## src/rtl/dilithium_pkg.sv

```systemverilog
// Shared constants, state encoding and the eta=4 nibble decoder used by the
// secret-key polynomial unpacker.
package dilithium_pkg;

  localparam int N          = 256;
  localparam int ETA        = 4;
  localparam int COEF_W     = 32;
  localparam int POLY_IDX_W = 4;
  localparam int COEF_IDX_W = 8;

  typedef enum logic [1:0] {
    ST_IDLE = 2'd0,
    ST_LOAD = 2'd1,
    ST_EMIT = 2'd2,
    ST_DONE = 2'd3
  } state_t;

  // Coefficient is stored as ETA - nib; nibbles above 2*ETA are malformed but
  // still decoded so the downstream path sees a deterministic value.
  function automatic logic [COEF_W-1:0] eta_decode(input logic [3:0] nib);
    return COEF_W'(ETA) - {{(COEF_W-4){1'b0}}, nib};
  endfunction

endpackage

```

## src/rtl/polyeta_unpack_pair.sv

```systemverilog
// Combinational decode of one packed byte into its two signed coefficients
// plus a flag that either nibble lies outside 0..8.
module polyeta_unpack_pair
  import dilithium_pkg::*;
(
  input  logic [7:0]        pair_byte,
  output logic [COEF_W-1:0] coef0,
  output logic [COEF_W-1:0] coef1,
  output logic              bad
);

  logic [1:0][COEF_W-1:0] coef_w;
  logic [1:0]             nib_bad;

  genvar gi;
  generate
    for (gi = 0; gi < 2; gi++) begin : g_nib
      assign coef_w[gi]  = eta_decode(pair_byte[4*gi +: 4]);
      assign nib_bad[gi] = (pair_byte[4*gi +: 4] > 4'd8);
    end
  endgenerate

  assign coef0 = coef_w[0];
  assign coef1 = coef_w[1];
  assign bad   = |nib_bad;

endmodule

```

## src/rtl/polyeta_unpack_ctrl.sv

```systemverilog
// Streaming sequencer: takes 32-bit eta-packed words and emits one signed
// coefficient pair per handshake, tracking polynomial/coefficient indices.
module polyeta_unpack_ctrl
  import dilithium_pkg::*;
#(
  parameter int NUM_POLY = 11
)
(
  input  logic                  clk,
  input  logic                  rst_n,
  input  logic                  start,
  input  logic [31:0]           in_data,
  input  logic                  in_valid,
  output logic                  in_ready,
  output logic [COEF_W-1:0]     out_coef0,
  output logic [COEF_W-1:0]     out_coef1,
  output logic [POLY_IDX_W-1:0] out_poly_idx,
  output logic [COEF_IDX_W-1:0] out_coef_idx,
  output logic                  out_valid,
  input  logic                  out_ready,
  output logic                  busy,
  output logic                  done,
  output logic                  err
);

  localparam logic [POLY_IDX_W-1:0] LAST_POLY = POLY_IDX_W'(NUM_POLY - 1);
  localparam logic [COEF_IDX_W-1:0] LAST_COEF = COEF_IDX_W'(N - 2);

  state_t                  state_reg, state_next;
  logic [31:0]             word_reg, word_next;
  logic [1:0]              byte_sel_reg, byte_sel_next;
  logic [COEF_IDX_W-1:0]   coef_cnt_reg, coef_cnt_next;
  logic [POLY_IDX_W-1:0]   poly_cnt_reg, poly_cnt_next;
  logic                    err_reg, err_next;

  logic [7:0]              cur_byte;
  logic [COEF_W-1:0]       pair_coef0, pair_coef1;
  logic                    pair_bad;
  logic                    last_pair;
  logic                    emit_active;

  assign cur_byte    = word_reg[{byte_sel_reg, 3'b000} +: 8];
  assign last_pair   = (poly_cnt_reg == LAST_POLY) && (coef_cnt_reg == LAST_COEF);
  assign emit_active = (state_reg == ST_EMIT);

  polyeta_unpack_pair u_pair (
    .pair_byte (cur_byte),
    .coef0     (pair_coef0),
    .coef1     (pair_coef1),
    .bad       (pair_bad)
  );

  always_comb begin
    state_next    = state_reg;
    word_next     = word_reg;
    byte_sel_next = byte_sel_reg;
    coef_cnt_next = coef_cnt_reg;
    poly_cnt_next = poly_cnt_reg;
    err_next      = err_reg;
    in_ready      = 1'b0;
    out_valid     = 1'b0;
    done          = 1'b0;

    case (state_reg)
      ST_IDLE: begin
        if (start) begin
          state_next    = ST_LOAD;
          coef_cnt_next = '0;
          poly_cnt_next = '0;
          err_next      = 1'b0;
        end
      end

      ST_LOAD: begin
        in_ready = 1'b1;
        if (in_valid) begin
          word_next     = in_data;
          byte_sel_next = 2'd0;
          state_next    = ST_EMIT;
        end
      end

      ST_EMIT: begin
        out_valid = 1'b1;
        // Refill on the last byte of a word so the stream has no bubble.
        if (byte_sel_reg == 2'd3 && !last_pair) begin
          in_ready = out_ready;
        end
        if (out_ready) begin
          err_next = err_reg | pair_bad;
          if (last_pair) begin
            state_next = ST_DONE;
          end else begin
            if (coef_cnt_reg == LAST_COEF) begin
              coef_cnt_next = '0;
              poly_cnt_next = poly_cnt_reg + 1'b1;
            end else begin
              coef_cnt_next = coef_cnt_reg + COEF_IDX_W'(2);
            end
            if (byte_sel_reg != 2'd3) begin
              byte_sel_next = byte_sel_reg + 1'b1;
            end else if (in_valid) begin
              word_next     = in_data;
              byte_sel_next = 2'd0;
            end else begin
              state_next = ST_LOAD;
            end
          end
        end
      end

      ST_DONE: begin
        done       = 1'b1;
        state_next = ST_IDLE;
      end

      default: state_next = ST_IDLE;
    endcase
  end

  always_ff @(posedge clk) begin
    if (!rst_n) begin
      state_reg    <= ST_IDLE;
      word_reg     <= '0;
      byte_sel_reg <= '0;
      coef_cnt_reg <= '0;
      poly_cnt_reg <= '0;
      err_reg      <= 1'b0;
    end else begin
      state_reg    <= state_next;
      word_reg     <= word_next;
      byte_sel_reg <= byte_sel_next;
      coef_cnt_reg <= coef_cnt_next;
      poly_cnt_reg <= poly_cnt_next;
      err_reg      <= err_next;
    end
  end

  // Coefficients are forced to zero outside EMIT so idle outputs read clean.
  assign out_coef0    = emit_active ? pair_coef0 : '0;
  assign out_coef1    = emit_active ? pair_coef1 : '0;
  assign out_poly_idx = poly_cnt_reg;
  assign out_coef_idx = coef_cnt_reg;
  assign busy         = (state_reg != ST_IDLE);
  assign err          = err_reg;

endmodule

```

## config.mk

```make
export PLATFORM = sky130hd
export DESIGN_NAME = polyeta_unpack_ctrl
export DESIGN_NICKNAME = d
export VERILOG_FILES = /design/src/rtl/dilithium_pkg.sv /design/src/rtl/polyeta_unpack_pair.sv /design/src/rtl/polyeta_unpack_ctrl.sv
export SDC_FILE = /design/constraint.sdc
export NUM_CORES = 1
export LEC_CHECK = 0
export BUFFER_PORTS_ARGS = -buffer_cell sky130_fd_sc_hd__buf_2
export CAP_MARGIN = 0
export CORE_ASPECT_RATIO = 0.75
export CORE_MARGIN = 5
export CORE_UTILIZATION = 45
export CTS_CLUSTER_DIAMETER = 50
export DETAILED_ROUTE_END_ITERATION = 7
export GPL_ROUTABILITY_DRIVEN = 0
export PLACE_DENSITY = 0.77
export SETUP_SLACK_MARGIN = 0.02
export SLEW_MARGIN = 20
export SYNTH_ARGS = -nofsm -noshare
export SYNTH_HDL_FRONTEND = slang
export SYNTH_SLANG_ARGS = --single-unit
```

## constraint.sdc

```tcl
create_clock -name clk -period 2.7 [get_ports clk]
set_input_delay 0.54 -clock clk [delete_from_list [all_inputs] [get_ports clk]]
set_output_delay 0.54 -clock clk [all_outputs]
set_load 0.03 [all_outputs]
```

# After elaboration in Yosys (flattened, before gate mapping)
# Index checks and enable logic that the tools add are counted.
[totals]
regBits = 49
in_bits = 37
word_cells = 80
[classes]
addsub = 5
n_lt_le_gt_ge = 2
eq_ne = 15
shifts = 1
muxes = 36
bitwise_logic = 1
reduce_logical = 14
[op_table]
columns = ["operator", "count"]
rows = [
  ["two-way mux 32 bit", 6],
  ["one-hot mux 32 bit (2 select lines)", 1],
  ["two-way mux 8 bit", 4],
  ["variable part select 32 x 6 -> 8 bit", 1],
  ["two-way mux 2 bit", 10],
  ["two-way mux 4 bit", 4],
  ["one-hot mux 8 bit (2 select lines)", 1],
  ["inequality test 2 bit (second input constant)", 6],
  ["AND reduction 5 bit", 2],
  ["subtractor 3 x 4 -> 5 bit (first input constant)", 2],
  ["adder 8 x 2 -> 8 bit (second input constant)", 1],
  ["equality test 8 bit (second input constant)", 1],
  ["greater-than comparator 4 bit (second input constant)", 2],
  ["one-hot mux 2 bit (4 select lines)", 1],
  ["one-hot mux 4 bit (2 select lines)", 1],
  ["AND reduction 4 bit", 2],
  ["equality test 2 bit (second input constant)", 3],
  ["inequality test 3 bit (second input constant)", 2],
  ["AND reduction 3 bit", 2],
  ["nonzero test 2 bit", 3],
  ["two-way mux 1 bit", 5],
  ["adder 4 x 1 -> 4 bit (second input constant)", 1],
  ["equality test 4 bit (second input constant)", 1],
  ["one-hot mux 1 bit (2 select lines)", 2],
  ["9 further kinds", 10],
]

# Longest topological paths before layout
[depth]
depth_word = 6
mapped_depth = 8

# Modules after synthesis
# Synthesis repeated with hierarchy kept, for this count alone.
[hier_totals]
cells_unflattened = 416
hier_area_um2 = 3372.0
[by_module_without_submodules]
columns = ["module", "instances", "cells_each", "area_each_um2", "seq_area_each_um2"]
rows = [
  ["polyeta_unpack_ctrl", 1, 341, 2822.7, 960.9],
  ["polyeta_unpack_pair", 1, 75, 549.3, 0.0],
]

# Least setup slack after synthesis
# No wires, ideal clock.
[synth_path]
kind = "register -> output"
start = "reg state_reg[0]"
end = "out out_coef0[10]"
arrival_ns = 2.803
required_ns = 2.160
path_slack_ns = -0.643
path_stages_with_launch = 7
path_buffers = 2
cell_sequence = "dfxtp_1 -> inv_1 -> ha_1 -> inv_1 -> clkbuf_1 -> nor2_1 -> buf_4"
[synth_via]
elab_chain_cells = 2
[synth_rtl]
columns = ["item", "line_no", "text"]
rows = [
  ["start, declared", "polyeta_unpack_ctrl.sv:29", "state_t state_reg, state_next;"],
  ["start signal, assigned", "polyeta_unpack_ctrl.sv:130", "state_reg <= state_next;"],
  ["equality test 2 bit", "polyeta_unpack_ctrl.sv:44", "assign emit_active = (state_reg == ST_EMIT);"],
  ["two-way mux 32 bit", "polyeta_unpack_ctrl.sv:140", "assign out_coef0 = emit_active ? pair_coef0 : '0;"],
  ["end, declared", "polyeta_unpack_ctrl.sv:15", "output logic [COEF_W-1:0] out_coef0,"],
]
# Every way passes these cells.

# Worst setup path after layout
[layout_path]
start = "reg byte_sel_reg[0]"
end = "out out_coef1[11]"
[layout_via]
elab_chain_cells = 3
[layout_rtl]
columns = ["item", "line_no", "text"]
rows = [
  ["start, declared", "polyeta_unpack_ctrl.sv:31", "logic [1:0] byte_sel_reg, byte_sel_next;"],
  ["start signal, assigned", "polyeta_unpack_ctrl.sv:132", "byte_sel_reg <= byte_sel_next;"],
  ["variable part select 32 x 6 -> 8 bit", "polyeta_unpack_ctrl.sv:42", "assign cur_byte = word_reg[{byte_sel_reg, 3'b000} +: 8];"],
  ["subtractor 3 x 4 -> 5 bit", "dilithium_pkg.sv:21", "return COEF_W'(ETA) - {{(COEF_W-4){1'b0}}, nib};"],
  ["two-way mux 32 bit", "polyeta_unpack_ctrl.sv:141", "assign out_coef1 = emit_active ? pair_coef1 : '0;"],
  ["end, declared", "polyeta_unpack_ctrl.sv:16", "output logic [COEF_W-1:0] out_coef1,"],
]
# Every way passes these cells.

==> flow_summary.toml <==
[timing]
finalCritPeriodShare_pct = 99.1
fmaxAchievable_mhz = 374
setup_viol = 0
drv_slew = 0
holdWs_ns = 0.462
fin_setup_tns_ns = 0
hold_viol = 0
tightest_slew_ns = 0.706
period_needed_ns = 2.68
grt_setup_unrepaired = "yes"
relSlewSlack_pct = 52.8
setup_ws_ns = 0.0236
finClkSkew_ns = 0.00543

[floorplan]
die_w_microns = 106
design.core.area_sq_mm = 0.00677
start_util_pct = 46.1
io_pins = 118
die_h_microns = 82.1
die_area_sq_mm = 0.00871
rows = 26

[clock_tree]
cts_tree = "done"
clk_pin_slew_ns = 0.10
clock-sinks = 48
insertion_delay_ns = 0.31
cts_hold_buffers = 0
root_buffer = "clkbuf_8"
clock_path_buffers = 2
cts_max_level = 2
cts_inserted_buffers = 5

[min_path]
hold_path.class = "primary input to register"
whs_path_depth = 3
hold_end = "word_reg[24]"
min-delay-start = "in_data[24]"

[yosys]
syn-num-nets = 400
synth.distinct_cells = 47
synth_top_cell_area_share_pct = 30.8
synth_top_family_by_area = "simple AND/OR/NAND/NOR gates"
synthArstFlopShare_pct = 0
synthSimpleGateAreaFrac_pct = 19.2
synth_fa_ha_area_share_pct = 4.41
synth_seq_cells = 48
synth_area_per_cell_sq_um = 8.86
ys_warn_count = 0
synth-edff-count = 0
synthMuxAreaShare_pct = 16.4
yosys-top-cells-area = "dfxtp_1 (31%), buf_4 (13%), mux2i_1 (11%)"
synth_xor_xnor_area_share_pct = 1.12
synth_seq_area_share_pct = 30.8
syn_inst = 352
synth_area_sq_mm = 0.00312
synth_top_area_cell = "dfxtp_1"
synthFlopType = "dfxtp_1"
synth_compound_area_share_pct = 9.71

[route]
ant_nets = 0
drc = 0
vias = 2544
wl_per_cell_microns = 15.3
viasPerCell = 5.14
drtIter0Drc = 173
first_pass_iters = 4
drt-total-wl_mm = 7.57

[placed_design]
dp.final_hpwl_mm = 5.75
dp.cells = 486
pre_cts_ws_ns = 0.0420
portBuffers = 116
placed_cell_area_sq_mm = 0.00336

[worst_setup_path]
required_ns = 2.16
regToRegEndpoint = "word_reg[13]"
cp.arrival_ns = 2.14
r2r_setup_slack_ns = 0.17
criticalPathCategory = "register to primary output"
start_kind = "register"
cp_max_fo = 28
rr_startpoint = "state_reg[0]"
reg2regPathDepth = 8
endpoint_kind = "primary output"

[final_layout]
final_cell_area_sq_mm = 0.00364
n_antenna_cell = 0
largest_reg_flops = 32
syn2layout_area_growth_pct = 16.9
fill_cells = 594
fin_cells = 495
register_area_sq_um = 965
drive_gt1_share_pct = 40.4
layout.nets = 458
multiInputGateArea_sq_mm = 0.00164
final_util_pct = 53.8

[grt]
antenna_found_initial = 0
grt_usage_pct = 16.3
grt_pass1_wl_mm = 11.3
grt_max_degree = 69
grt_pass1_vias = 2352
overflow = 0

[outcome]
status = "finished clean"

[power]
irDropWorstVdd_v = 0.000411
p_sw_mw = 1.02
switching_share_pct = 38.9
leakage_nw = 1.69
p_int_mw = 1.61
finalPower_mw = 2.63
p_per_area_mw_per_mm2 = 721
comb_power_share_pct = 41.3
p_seq_share_pct = 34.4
clkPwrFrac_pct = 24.2

[run]
drv_cap = 0
==> cell usage in the layout (no fill, tap or decap), types with 3 or more instances in the layout <==
| cell | instances |
|---|---|
| buf_2 | 97 |
| nand2b_1 | 4 |
| buf_6 | 13 |
| buf_4 | 12 |
| a21oi_1 | 10 |
| mux4_2 | 8 |
| clkbuf_8 | 5 |
| nand2_1 | 68 |
| or4_2 | 5 |
| nor2b_1 | 3 |
| o21ai_0 | 8 |
| mux2i_1 | 33 |
| o31ai_1 | 7 |
| ha_1 | 10 |
| and2_1 | 4 |
| nor2_1 | 9 |
| nor2_4 | 3 |
| dfxtp_1 | 47 |
| inv_2 | 3 |
| inv_1 | 11 |
| nand3_1 | 7 |
==> logic make-up (layout without fill, tap and decap cells) <==
family,Yosys count,count (layout)
AOI/OAI and AO/OA,44,44
xor gates and xnor gates,4,4
adders and majority gates,11,11
buffers and inverters,87,145
DFF,48,48
muxes,41,41
other,1,1
and+or+nand+nor,116,117
==> per-layer routing <==
layer,up-vias,track usage [%],routed length (microns)
li1,1268,-,-
met1,1161,21.0,3410
met2,107,28.3,3510
met3,8,3.19,550
met4,0,4.66,89
met5,-,0,0
==> how the worst max path moves through the flow <==
| stage | start | end | slack (ns) |
|---|---|---|---|
| finish | byte_sel_reg[0] | out_coef1[11] | 0.02 |
| global route | byte_sel_reg[0] | out_coef1[11] | -0.12 |
| CTS | byte_sel_reg[0] | out_coef0[7] | 0.02 |
| detailed placement | byte_sel_reg[0] | out_coef0[7] | 0.04 |
| global placement | byte_sel_reg[0] | out_coef0[7] | 0.14 |
| floorplan | state_reg[0] | out_coef0[10] | -0.16 |
==> power by group through the flow <==
stage	logic, mW	registers, mW	clock network (mW)
final	1.09	0.905	0.637
after global routing	1.18	0.917	0.679
after CTS	1.04	0.903	0.639
after detailed placement	1.02	0.919	0
after global placement	1.00	0.914	0
after floorplan	0.862	0.881	0
==> final cells by class <==
type / instances / share of cell area (%)
Clock buffer: 5 / 1.89
Clock inverter: 3 / 1.89
Inverter: 14 / 1.44
Multi-Input combinational cell: 218 / 45.1
Sequential cell: 48 / 26.5
Tap cell: 84 / 2.88
Timing Repair Buffer: 123 / 20.4
==> worst max-delay path: stages, from the launching register on <==
cell and delay, ns:
dfxtp_4 0.42, mux4_2 0.52, inv_1 0.09, ha_1 0.18, inv_1 0.07, a21oi_2 0.18, nor2_4 0.11, buf_2 0.24
==> cells in the mapped netlist, types with 2 or more instances <==
cell	instances
buf_6	4
a21oi_1	12
mux4_2	8
ha_1	11
o21ai_0	8
or3b_2	2
nor2b_1	3
inv_1	14
buf_2	2
or4_2	5
nand2_1	68
a41oi_1	2
o211ai_1	2
nand3_1	7
mux2i_1	33
nand2b_1	4
clkbuf_1	11
xor2_1	2
and2_1	4
buf_4	56
nor2_1	11
o31ai_1	7
a31oi_1	2
dfxtp_1	48
nand4_1	2
xnor2_1	2
o311ai_0	2
==> timing repair <==
item,in CTS,in global routing
cloned,0,1
gates resized for setup,6,58
setup endpoints to repair,59,56
pin swaps,0,0
buffers inserted,0,0
No activity file was read; power rests on OpenSTA's default activity.
